## src/rtl/vdf_stage_if.sv

```systemverilog
// EX-side operand bus of the vector data fetch stage: one operand pair per valid/ready transfer.
// The stage drives it through the master modport and EX consumes it through the slave modport.
interface vdf_stage_if #(
    parameter int ELEM_W  = 32,
    parameter int VREG_AW = 3,
    parameter int IDX_W   = 3
);
    logic               ex_valid;
    logic               ex_ready;
    logic [ELEM_W-1:0]  ex_vs_val;
    logic [ELEM_W-1:0]  ex_vt_val;
    logic [VREG_AW-1:0] ex_vd_add;
    logic [IDX_W-1:0]   ex_idx;
    logic [5:0]         ex_op;
    logic [5:0]         ex_func;
    logic [4:0]         ex_shamt;
    logic [15:0]        ex_imm16;
    logic               ex_last;

    modport master (
        output ex_valid, ex_vs_val, ex_vt_val, ex_vd_add, ex_idx,
               ex_op, ex_func, ex_shamt, ex_imm16, ex_last,
        input  ex_ready
    );

    modport slave (
        input  ex_valid, ex_vs_val, ex_vt_val, ex_vd_add, ex_idx,
               ex_op, ex_func, ex_shamt, ex_imm16, ex_last,
        output ex_ready
    );
endinterface

```

## src/rtl/vdf_stage.sv

```systemverilog
// Vector Data Fetch stage: walks a decoded vector instruction element by element, reads the VRF and
// hands operand pairs to EX. Optional macro VDF_SCALAR_BCAST_EN broadcasts RS_VAL as the VT operand for op==VSOP.
module vdf_stage #(
    parameter int          ELEM_W  = 32,
    parameter int          VREG_AW = 3,
    parameter int          IDX_W   = 3,
    parameter int          MAXVL   = 8,
    parameter logic [5:0]  VSOP    = 6'h2A
) (
    input  logic               clock,
    input  logic               reset,
    input  logic               id_valid,
    input  logic [VREG_AW-1:0] ID_VDF_VS_ADD,
    input  logic [VREG_AW-1:0] ID_VDF_VT_ADD,
    input  logic [VREG_AW-1:0] ID_VDF_VD_ADD,
    input  logic [4:0]         ID_VDF_SHAMT,
    input  logic [5:0]         ID_VDF_OP,
    input  logic [5:0]         ID_VDF_FUNC,
    input  logic [15:0]        ID_VDF_IMM16,
    input  logic [IDX_W-1:0]   ID_VDF_INDEX,
    input  logic [ELEM_W-1:0]  ID_EX_RS_VAL,
    input  logic [IDX_W:0]     vl,
    output logic               pipe_stall,
    output logic [VREG_AW-1:0] vrf_vs_add,
    output logic [VREG_AW-1:0] vrf_vt_add,
    output logic [IDX_W-1:0]   vrf_idx,
    input  logic [ELEM_W-1:0]  vrf_vs_data,
    input  logic [ELEM_W-1:0]  vrf_vt_data,
    vdf_stage_if.master        ex_if
);
    localparam int             LW      = IDX_W + 1;
    localparam logic [LW-1:0]  MAXVL_L = LW'(MAXVL);

    typedef enum logic [1:0] {
        S_IDLE  = 2'd0,
        S_READ  = 2'd1,
        S_RESP  = 2'd2,
        S_ISSUE = 2'd3
    } state_e;

    state_e              state_q,  state_d;
    logic                stall_q,  stall_d;
    logic [LW-1:0]       len_q,    len_d;
    logic [IDX_W-1:0]    elem_q,   elem_d;
    logic [VREG_AW-1:0]  vs_add_q, vs_add_d;
    logic [VREG_AW-1:0]  vt_add_q, vt_add_d;
    logic [VREG_AW-1:0]  vd_add_q, vd_add_d;
    logic [4:0]          shamt_q,  shamt_d;
    logic [5:0]          op_q,     op_d;
    logic [5:0]          func_q,   func_d;
    logic [15:0]         imm16_q,  imm16_d;
    logic [ELEM_W-1:0]   rs_val_q, rs_val_d;
    logic                valid_q,  valid_d;
    logic                last_q,   last_d;
    logic [IDX_W-1:0]    idx_q,    idx_d;
    logic [ELEM_W-1:0]   vs_val_q, vs_val_d;
    logic [ELEM_W-1:0]   vt_val_q, vt_val_d;

    logic [LW-1:0]       len_s;
    logic [ELEM_W-1:0]   vt_sel_s;

    assign len_s = (vl > MAXVL_L) ? MAXVL_L : vl;

`ifdef VDF_SCALAR_BCAST_EN
    assign vt_sel_s = (op_q == VSOP) ? rs_val_q : vrf_vt_data;
`else
    logic unused_bcast_s;
    assign vt_sel_s       = vrf_vt_data;
    assign unused_bcast_s = ^{rs_val_q, VSOP};
`endif

    // The VRF address stays on the latched fields so data is still addressed through the RESP cycle.
    assign vrf_vs_add = vs_add_q;
    assign vrf_vt_add = vt_add_q;
    assign vrf_idx    = elem_q;
    assign pipe_stall = stall_q;

    assign ex_if.ex_valid  = valid_q;
    assign ex_if.ex_last   = last_q;
    assign ex_if.ex_idx    = idx_q;
    assign ex_if.ex_vs_val = vs_val_q;
    assign ex_if.ex_vt_val = vt_val_q;
    assign ex_if.ex_vd_add = vd_add_q;
    assign ex_if.ex_op     = op_q;
    assign ex_if.ex_func   = func_q;
    assign ex_if.ex_shamt  = shamt_q;
    assign ex_if.ex_imm16  = imm16_q;

    // Next-state and output-register logic of the element walker.
    always_comb begin
        state_d  = state_q;
        len_d    = len_q;
        elem_d   = elem_q;
        vs_add_d = vs_add_q;
        vt_add_d = vt_add_q;
        vd_add_d = vd_add_q;
        shamt_d  = shamt_q;
        op_d     = op_q;
        func_d   = func_q;
        imm16_d  = imm16_q;
        rs_val_d = rs_val_q;
        valid_d  = valid_q;
        last_d   = last_q;
        idx_d    = idx_q;
        vs_val_d = vs_val_q;
        vt_val_d = vt_val_q;

        case (state_q)
            S_IDLE: begin
                valid_d = 1'b0;
                last_d  = 1'b0;
                if (id_valid && !stall_q) begin
                    vs_add_d = ID_VDF_VS_ADD;
                    vt_add_d = ID_VDF_VT_ADD;
                    vd_add_d = ID_VDF_VD_ADD;
                    shamt_d  = ID_VDF_SHAMT;
                    op_d     = ID_VDF_OP;
                    func_d   = ID_VDF_FUNC;
                    imm16_d  = ID_VDF_IMM16;
                    rs_val_d = ID_EX_RS_VAL;
                    elem_d   = ID_VDF_INDEX;
                    len_d    = len_s;
                    // A start index at or beyond the length retires with no transfer.
                    if ({1'b0, ID_VDF_INDEX} < len_s) begin
                        state_d = S_READ;
                    end else begin
                        state_d = S_IDLE;
                    end
                end else begin
                    state_d = S_IDLE;
                end
            end
            S_READ: begin
                state_d = S_RESP;
            end
            S_RESP: begin
                vs_val_d = vrf_vs_data;
                vt_val_d = vt_sel_s;
                idx_d    = elem_q;
                last_d   = ({1'b0, elem_q} == (len_q - LW'(1)));
                valid_d  = 1'b1;
                state_d  = S_ISSUE;
            end
            S_ISSUE: begin
                if (valid_q && ex_if.ex_ready) begin
                    valid_d = 1'b0;
                    if (last_q) begin
                        last_d  = 1'b0;
                        state_d = S_IDLE;
                    end else begin
                        elem_d  = elem_q + IDX_W'(1);
                        state_d = S_READ;
                    end
                end else begin
                    state_d = S_ISSUE;
                end
            end
            default: begin
                valid_d = 1'b0;
                last_d  = 1'b0;
                state_d = S_IDLE;
            end
        endcase

        stall_d = (state_d != S_IDLE);
    end

    // State and output registers with synchronous active-low reset.
    always_ff @(posedge clock) begin
        if (!reset) begin
            state_q  <= S_IDLE;
            stall_q  <= 1'b0;
            len_q    <= '0;
            elem_q   <= '0;
            vs_add_q <= '0;
            vt_add_q <= '0;
            vd_add_q <= '0;
            shamt_q  <= 5'd0;
            op_q     <= 6'd0;
            func_q   <= 6'd0;
            imm16_q  <= 16'd0;
            rs_val_q <= '0;
            valid_q  <= 1'b0;
            last_q   <= 1'b0;
            idx_q    <= '0;
            vs_val_q <= '0;
            vt_val_q <= '0;
        end else begin
            state_q  <= state_d;
            stall_q  <= stall_d;
            len_q    <= len_d;
            elem_q   <= elem_d;
            vs_add_q <= vs_add_d;
            vt_add_q <= vt_add_d;
            vd_add_q <= vd_add_d;
            shamt_q  <= shamt_d;
            op_q     <= op_d;
            func_q   <= func_d;
            imm16_q  <= imm16_d;
            rs_val_q <= rs_val_d;
            valid_q  <= valid_d;
            last_q   <= last_d;
            idx_q    <= idx_d;
            vs_val_q <= vs_val_d;
            vt_val_q <= vt_val_d;
        end
    end
endmodule

```

## src/flat_wrapper.sv

```systemverilog
// flat-port wrapper written by rule: the top's interface ports become plain ports
module vdf_stage_flat 
#(
    parameter int          ELEM_W  = 32,
    parameter int          VREG_AW = 3,
    parameter int          IDX_W   = 3,
    parameter int          MAXVL   = 8,
    parameter logic [5:0]  VSOP    = 6'h2A
)
  (clock, reset, id_valid, ID_VDF_VS_ADD, ID_VDF_VT_ADD, ID_VDF_VD_ADD, ID_VDF_SHAMT, ID_VDF_OP, ID_VDF_FUNC, ID_VDF_IMM16, ID_VDF_INDEX, ID_EX_RS_VAL, vl, pipe_stall, vrf_vs_add, vrf_vt_add, vrf_idx, vrf_vs_data, vrf_vt_data, ex_if_ex_valid, ex_if_ex_vs_val, ex_if_ex_vt_val, ex_if_ex_vd_add, ex_if_ex_idx, ex_if_ex_op, ex_if_ex_func, ex_if_ex_shamt, ex_if_ex_imm16, ex_if_ex_last, ex_if_ex_ready);
  vdf_stage_if #(.ELEM_W(ELEM_W), .VREG_AW(VREG_AW), .IDX_W(IDX_W)) ex_if_i ();
  input  logic clock;
  input  logic reset;
  input  logic id_valid;
  input  logic [VREG_AW-1:0] ID_VDF_VS_ADD;
  input  logic [VREG_AW-1:0] ID_VDF_VT_ADD;
  input  logic [VREG_AW-1:0] ID_VDF_VD_ADD;
  input  logic [4:0] ID_VDF_SHAMT;
  input  logic [5:0] ID_VDF_OP;
  input  logic [5:0] ID_VDF_FUNC;
  input  logic [15:0] ID_VDF_IMM16;
  input  logic [IDX_W-1:0] ID_VDF_INDEX;
  input  logic [ELEM_W-1:0] ID_EX_RS_VAL;
  input  logic [IDX_W:0] vl;
  output logic pipe_stall;
  output logic [VREG_AW-1:0] vrf_vs_add;
  output logic [VREG_AW-1:0] vrf_vt_add;
  output logic [IDX_W-1:0] vrf_idx;
  input  logic [ELEM_W-1:0] vrf_vs_data;
  input  logic [ELEM_W-1:0] vrf_vt_data;
  output wire logic [$bits(ex_if_i.ex_valid)-1:0] ex_if_ex_valid;
  output wire logic [$bits(ex_if_i.ex_vs_val)-1:0] ex_if_ex_vs_val;
  output wire logic [$bits(ex_if_i.ex_vt_val)-1:0] ex_if_ex_vt_val;
  output wire logic [$bits(ex_if_i.ex_vd_add)-1:0] ex_if_ex_vd_add;
  output wire logic [$bits(ex_if_i.ex_idx)-1:0] ex_if_ex_idx;
  output wire logic [$bits(ex_if_i.ex_op)-1:0] ex_if_ex_op;
  output wire logic [$bits(ex_if_i.ex_func)-1:0] ex_if_ex_func;
  output wire logic [$bits(ex_if_i.ex_shamt)-1:0] ex_if_ex_shamt;
  output wire logic [$bits(ex_if_i.ex_imm16)-1:0] ex_if_ex_imm16;
  output wire logic [$bits(ex_if_i.ex_last)-1:0] ex_if_ex_last;
  input wire logic [$bits(ex_if_i.ex_ready)-1:0] ex_if_ex_ready;
  assign ex_if_ex_valid = ex_if_i.ex_valid;
  assign ex_if_ex_vs_val = ex_if_i.ex_vs_val;
  assign ex_if_ex_vt_val = ex_if_i.ex_vt_val;
  assign ex_if_ex_vd_add = ex_if_i.ex_vd_add;
  assign ex_if_ex_idx = ex_if_i.ex_idx;
  assign ex_if_ex_op = ex_if_i.ex_op;
  assign ex_if_ex_func = ex_if_i.ex_func;
  assign ex_if_ex_shamt = ex_if_i.ex_shamt;
  assign ex_if_ex_imm16 = ex_if_i.ex_imm16;
  assign ex_if_ex_last = ex_if_i.ex_last;
  assign ex_if_i.ex_ready = ex_if_ex_ready;
  vdf_stage #(.ELEM_W(ELEM_W), .VREG_AW(VREG_AW), .IDX_W(IDX_W), .MAXVL(MAXVL), .VSOP(VSOP)) u_core (.clock(clock), .reset(reset), .id_valid(id_valid), .ID_VDF_VS_ADD(ID_VDF_VS_ADD), .ID_VDF_VT_ADD(ID_VDF_VT_ADD), .ID_VDF_VD_ADD(ID_VDF_VD_ADD), .ID_VDF_SHAMT(ID_VDF_SHAMT), .ID_VDF_OP(ID_VDF_OP), .ID_VDF_FUNC(ID_VDF_FUNC), .ID_VDF_IMM16(ID_VDF_IMM16), .ID_VDF_INDEX(ID_VDF_INDEX), .ID_EX_RS_VAL(ID_EX_RS_VAL), .vl(vl), .pipe_stall(pipe_stall), .vrf_vs_add(vrf_vs_add), .vrf_vt_add(vrf_vt_add), .vrf_idx(vrf_idx), .vrf_vs_data(vrf_vs_data), .vrf_vt_data(vrf_vt_data), .ex_if(ex_if_i));
endmodule
```

## config.mk

```make
export PLATFORM = sky130hd
export DESIGN_NAME = vdf_stage_flat
export DESIGN_NICKNAME = d
export VERILOG_FILES = /design/src/rtl/vdf_stage_if.sv /design/src/rtl/vdf_stage.sv /design/src/flat_wrapper.sv
export SDC_FILE = /design/constraint.sdc
export NUM_CORES = 1
export LEC_CHECK = 0
export ABC_AREA = 1
export BUFFER_PORTS_ARGS = -buffer_cell sky130_fd_sc_hd__buf_2
export CAP_MARGIN = 20
export CORE_ASPECT_RATIO = 0.8
export CORE_MARGIN = 2
export CORE_UTILIZATION = 39
export DETAILED_ROUTE_END_ITERATION = 7
export PLACE_DENSITY = 0.84
export SLEW_MARGIN = 20
export SYNTH_ARGS = -nofsm -noshare
export SYNTH_HDL_FRONTEND = slang
export SYNTH_SLANG_ARGS = --single-unit
```

## constraint.sdc

```tcl
create_clock -name clock -period 1.25 [get_ports clock]
set_input_delay 0.125 -clock clock [delete_from_list [all_inputs] [get_ports clock]]
set_output_delay 0.125 -clock clock [all_outputs]
set_load 0.03 [all_outputs]
```

---- Word level (Yosys, flattened, before mapping) ----
Index checks and enable logic that the tools add are counted.
storage, ports and cells
  bits of input ports ..................... 149
  output and inout bits ................... 115
  word-level logic and storage cells ...... 50
  flip-flop bits (word level) ............. 121
cells by class
  add/subtract/negate cells ............... 2
  muxes and demuxes ....................... 13
  magnitude comparators ................... 2
  reductions and logical operators ........ 10
  equal/unequal tests ..................... 7
operators with widths
  kind                                                                     number
  3-bit 2-to-1 mux                                                         3
  2-bit one-hot mux with 4 select lines                                    1
  1-bit one-hot mux with 3 select lines                                    2
  3-bit one-hot mux with 2 select lines                                    1
  2-bit equality test, second input constant                               2
  3-bit by 4-bit equality test with 1-bit output                           1
  4-bit > comparator, second input constant                                1
  3-bit by 4-bit < comparator with 1-bit output                            1
  1-bit 2-to-1 mux                                                         4
  4-bit 2-to-1 mux                                                         1
  2-bit by 1-bit inequality test with 1-bit output, second input constant  2
  2-bit AND reduction                                                      2
  4-bit AND reduction                                                      1
  2-bit nonzero test                                                       2
  4-bit by 1-bit subtractor with 4-bit output, second input constant       1
  3-bit by 1-bit adder with 3-bit output, second input constant            1
  3-bit nonzero test                                                       1
  2-bit by 1-bit equality test with 1-bit output, second input constant    1
  1-bit logical AND                                                        2
  2-bit zero test                                                          1
  2-bit 2-to-1 mux                                                         1
  2-bit inequality test, second input constant                             1
  1-bit zero test                                                          1

---- Longest topological paths before layout ----
  depth in word-level cells ............... 7
  mapped depth ............................ 10
  depth with buffers taken out ............ 10

---- Worst setup path after synthesis ----
Ideal clock, no wire load.
  path kind ............................... register -> register
  start point ............................. register u_core.stall_q (netlist: u_core.pipe_stall)
  end point ............................... register u_core.imm16_q[10] (netlist: u_core.ex_if.ex_imm16[10])
  data arrival time ....................... 1.169 ns
  setup time .............................. 0.116 ns
  path slack .............................. -0.035 ns
  data required time ...................... 1.134 ns
  cell stages (with the launch flop) ...... 9
  period minus slack after synthesis ...... 1.285 ns
  buffers on the path ..................... 3
  cells stage by stage .................... dfxtp_1 -> nor2_1 -> nand2_2 -> buf_6 -> inv_2 -> buf_6 -> buf_6 -> nor2_1 -> nor2_1
between the ends
  word-level cells in the longest chain between the ends .. 3
RTL lines
  element                               RTL line          RTL
  from (decl)                           vdf_stage.sv:42   logic stall_q, stall_d;
  from (signal assigned)                vdf_stage.sv:190  stall_q <= stall_d;
  1-bit zero test                       vdf_stage.sv:112  if (id_valid && !stall_q) begin
  1-bit logical AND                     vdf_stage.sv:112
  2-bit AND reduction (no source line)  n/a
  to (signal assigned)                  vdf_stage.sv:199  imm16_q <= imm16_d;
  to (decl)                             vdf_stage.sv:51   logic [15:0] imm16_q, imm16_d;
No other way between the ends.
A chain may end at the register's enable or synchronous reset.

---- Worst setup path in the final report ----
  start point ............................. register u_core.state_q[0]
  end point ............................... register u_core.vt_val_q[22] (netlist: u_core.ex_if.ex_vt_val[22])
between the ends
  word-level cells in the longest chain between the ends .. 1
RTL lines
  element                 RTL line          RTL
  from (decl)             vdf_stage.sv:41   state_e state_q, state_d;
  from (signal assigned)  vdf_stage.sv:189  state_q <= state_d;
  2-bit equality test     vdf_stage.sv:108  case (state_q)
  to (signal assigned)    vdf_stage.sv:205  vt_val_q <= vt_val_d;
  to (decl)               vdf_stage.sv:57   logic [ELEM_W-1:0] vt_val_q, vt_val_d;
No other way between the ends.

==> flow_summary_export.csv <==
group,metric,value,unit
outcome,violations,"setup timing",
final_layout,area_growth,71.5,%
timing,whs,0.00768,ns
clock_tree,cts_max_level,4,
power,power,14.4,mW
global_route,antenna_found_initial,0,
synth,postSynthAreaPerCell,7.63,um^2
floorplan,core-area,0.0110,mm^2
timing,worstMarginPinSlew,0.329,ns
clock_tree,clock_path_buffers,2,
setup_path,critical_path_class,"register to register",
route,route.detailed.drc,0,
route,postRouteAntennaNets,0,
clock_tree,numCtsBuffers,17,
global_route,grt_use_total,25.0,%
final_layout,drive_gt1_share,35.5,%
setup_path,critPathRequiredTime,1.54,ns
clock_tree,worstSkewPairLatency,0.40,ns
timing,drv_slew,0,
route,vias,5330,
timing,hold_viol_final,0,
setup_path,reg2reg_from,"u_core.state_q[0]",
floorplan,die_w,123,um
floorplan,die_height,99.5,um
timing,finalWorstSetupSlack,-0.00361,ns
global_route,grt_pass1_wl,24100,um
route,dr.pass1.iters,6,
timing,rsz0062_at_grt,"yes",
route,drt-total-wl,16200,um
clock_tree,cts.reportedPaths.clkPinSlew,0.06,ns
timing,max_freq,798,MHz
worst_hold_path,worst_hold_path_type,"input pin to register",
flow_run,drv_cap,0,
route,wl_per_cell,14.9,um
synth,syn_area,0.00445,mm^2
clock_tree,cts_tree,"yes",
clock_tree,root_buffer,"clkbuf_16",
floorplan,row_count,34,
setup_path,start_kind,"register",
timing,finalCriticalPeriod,1.25,ns
timing,fin_skew,0.00900,ns
worst_hold_path,hold_start,"ID_VDF_IMM16[12]",
global_route,overflow,0,
route,drt-vias-per-instance,4.92,
route,drt_iter0_drc,291,
synth,yosysTopAreaCellShare,54.5,%
floorplan,initial_core_util,40.5,%
setup_path,end_kind,"register",
synth,synth-warning-count,0,
placed_design,port_buffers,231,
outcome,status,"finished, violations left",
power,peakVddDrop,1.11,mV
floorplan,die-area,0.0123,mm^2
setup_path,crit_start,"u_core.state_q[0]",
timing,setup_tns,-0.00361,ns
setup_path,reg2reg_depth,6,
global_route,grt_max_degree,61,
placed_design,gp_congestion,0.846,
synth,synth_area_leader_cell,"dfxtp_1",
floorplan,pin_count,264,
synth,synth-seq-cells,121,
worst_hold_path,min_delay_path_depth,3,
placed_design,hpwlAfterDp,8810,um
timing,setup_viol,1,
setup_path,critPathMaxFanout,47,
final_layout,final_common_cell,"buf_2",
clock_tree,cts_sinks,121,
timing,layout_worst_path_cycle_share,100,%
setup_path,cp_data_arrival_time,1.54,ns
global_route,grt_pass1_vias,5150,
synth,yosysSeqAreaShare,54.5,%
power,power-per-cell-area,1880,mW/mm^2
timing,relSlewSlack,78.1,%
synth,syn_inst,583,
final_layout,layout_common_cells,"buf_2, nor2_1, dfxtp_1",
synth,ys_types,22,
synth,syn_nets,736,
final_layout,nNetsFinal,1078,
final_layout,utilization,69.5,%
power,power_leakage,3.86,nW
synth,synthTopCellsByArea,"dfxtp_1, nor2_1, o21ai_0",
[per-layer routing]
metal | global-route usage, % | share of wire, % | up-vias
met1 | 27.0 | 39 | 2417
met2 | 43.1 | 49 | 314
li1 | - | - | 2549
met4 | 14.6 | 3.4 | 0
met3 | 7.40 | 9.1 | 50
met5 | 0 | 0 | -
[synth_stat cells (all sizes together)]
cell    number
or2          1
clkbuf      22
nor3         1
dfxtp      121
ha           4
buf         15
nor2       224
nand4        2
inv         21
clkinv       1
nand3       12
nand2       30
o21ai      118
a21oi       10
xnor2        1
[critical path, stage by stage (launching register included)]
cell	delay (ns)
dfxtp_4	0.36
buf_6	0.12
nor2_4	0.16
inv_2	0.08
buf_12	0.19
nor2_2	0.14
nor2_1	0.07
[area by class of cell]
cell class	count	area [um^2]
fillers	766	3350
repair buffers	360	2480
flip-flops and latches	121	2430
multi-input cells	403	1820
clock buffers	18	439
clock inverters	14	184
well taps	144	180
inverters	22	85.1
diodes	1	2.50
[cells by family after synthesis]
kind of cell / count (synthesis) / synth area share (%)
compound gates: 128 / 14.4
xor+xnor: 1 / 0.197
fa+ha+maj: 4 / 1.13
buf+inv: 59 / 6.19
flops: 121 / 54.5
simple gates: 270 / 23.6
[sequential cells by signal, indices dropped and copies added (netlist names)]
signal and flops:
u_core.ex_if.ex_func 6, u_core.pipe_stall 1, u_core.ex_if.ex_vs_val 32, u_core.ex_if.ex_vd_add 3, u_core.ex_if.ex_last 1, u_core.ex_if.ex_shamt 5, u_core.len_q 4, u_core.ex_if.ex_vt_val 32
u_core.vrf_vt_add 3, u_core.ex_if.ex_valid 1, u_core.ex_if.ex_op 6, u_core.ex_if.ex_idx 3, u_core.vrf_idx 3, u_core.ex_if.ex_imm16 16, u_core.vrf_vs_add 3, u_core.state_q 2
[stage by stage]
stage	worst slack, ns	area [um^2]	cells
floorplan	0.00512	4450	583
global placement	-0.0321	5880	949
detailed placement	-0.0732	5880	949
CTS	0.00254	7480	1078
global route	-0.0592	7620	1082
finish	-0.00361	7630	1083
[final timing paths]
| path | end | slack [ns] |
|---|---|---|
| setup reg to reg | u_core.ex_if.ex_vt_val[22] | -0.004 |
| setup / recovery | u_core.ex_if.ex_vt_val[22] | -0.004 |
| hold / removal | u_core.ex_if.ex_imm16[12] | 0.008 |
| hold reg to reg | u_core.vrf_vs_add[2] | 0.48 |
[power by group]
group	internal [mW]	total (mW)	switching, mW
registers	4.53	4.88	0.355
clock network	3.24	5.13	1.89
logic	1.51	4.34	2.83
total	9.28	14.4	5.08
[what timing repair did]
item                                   in CTS  in global routing
setup buffers                               0                  2
gates cloned                                0                  2
hold buffers                               97                  0
setup endpoints to repair                   1                 75
pin swaps                                   1                  3
endpoints found under the hold margin      97                  0
gates resized for setup                     1                 49
No activity file was read; power rests on OpenSTA's default activity.
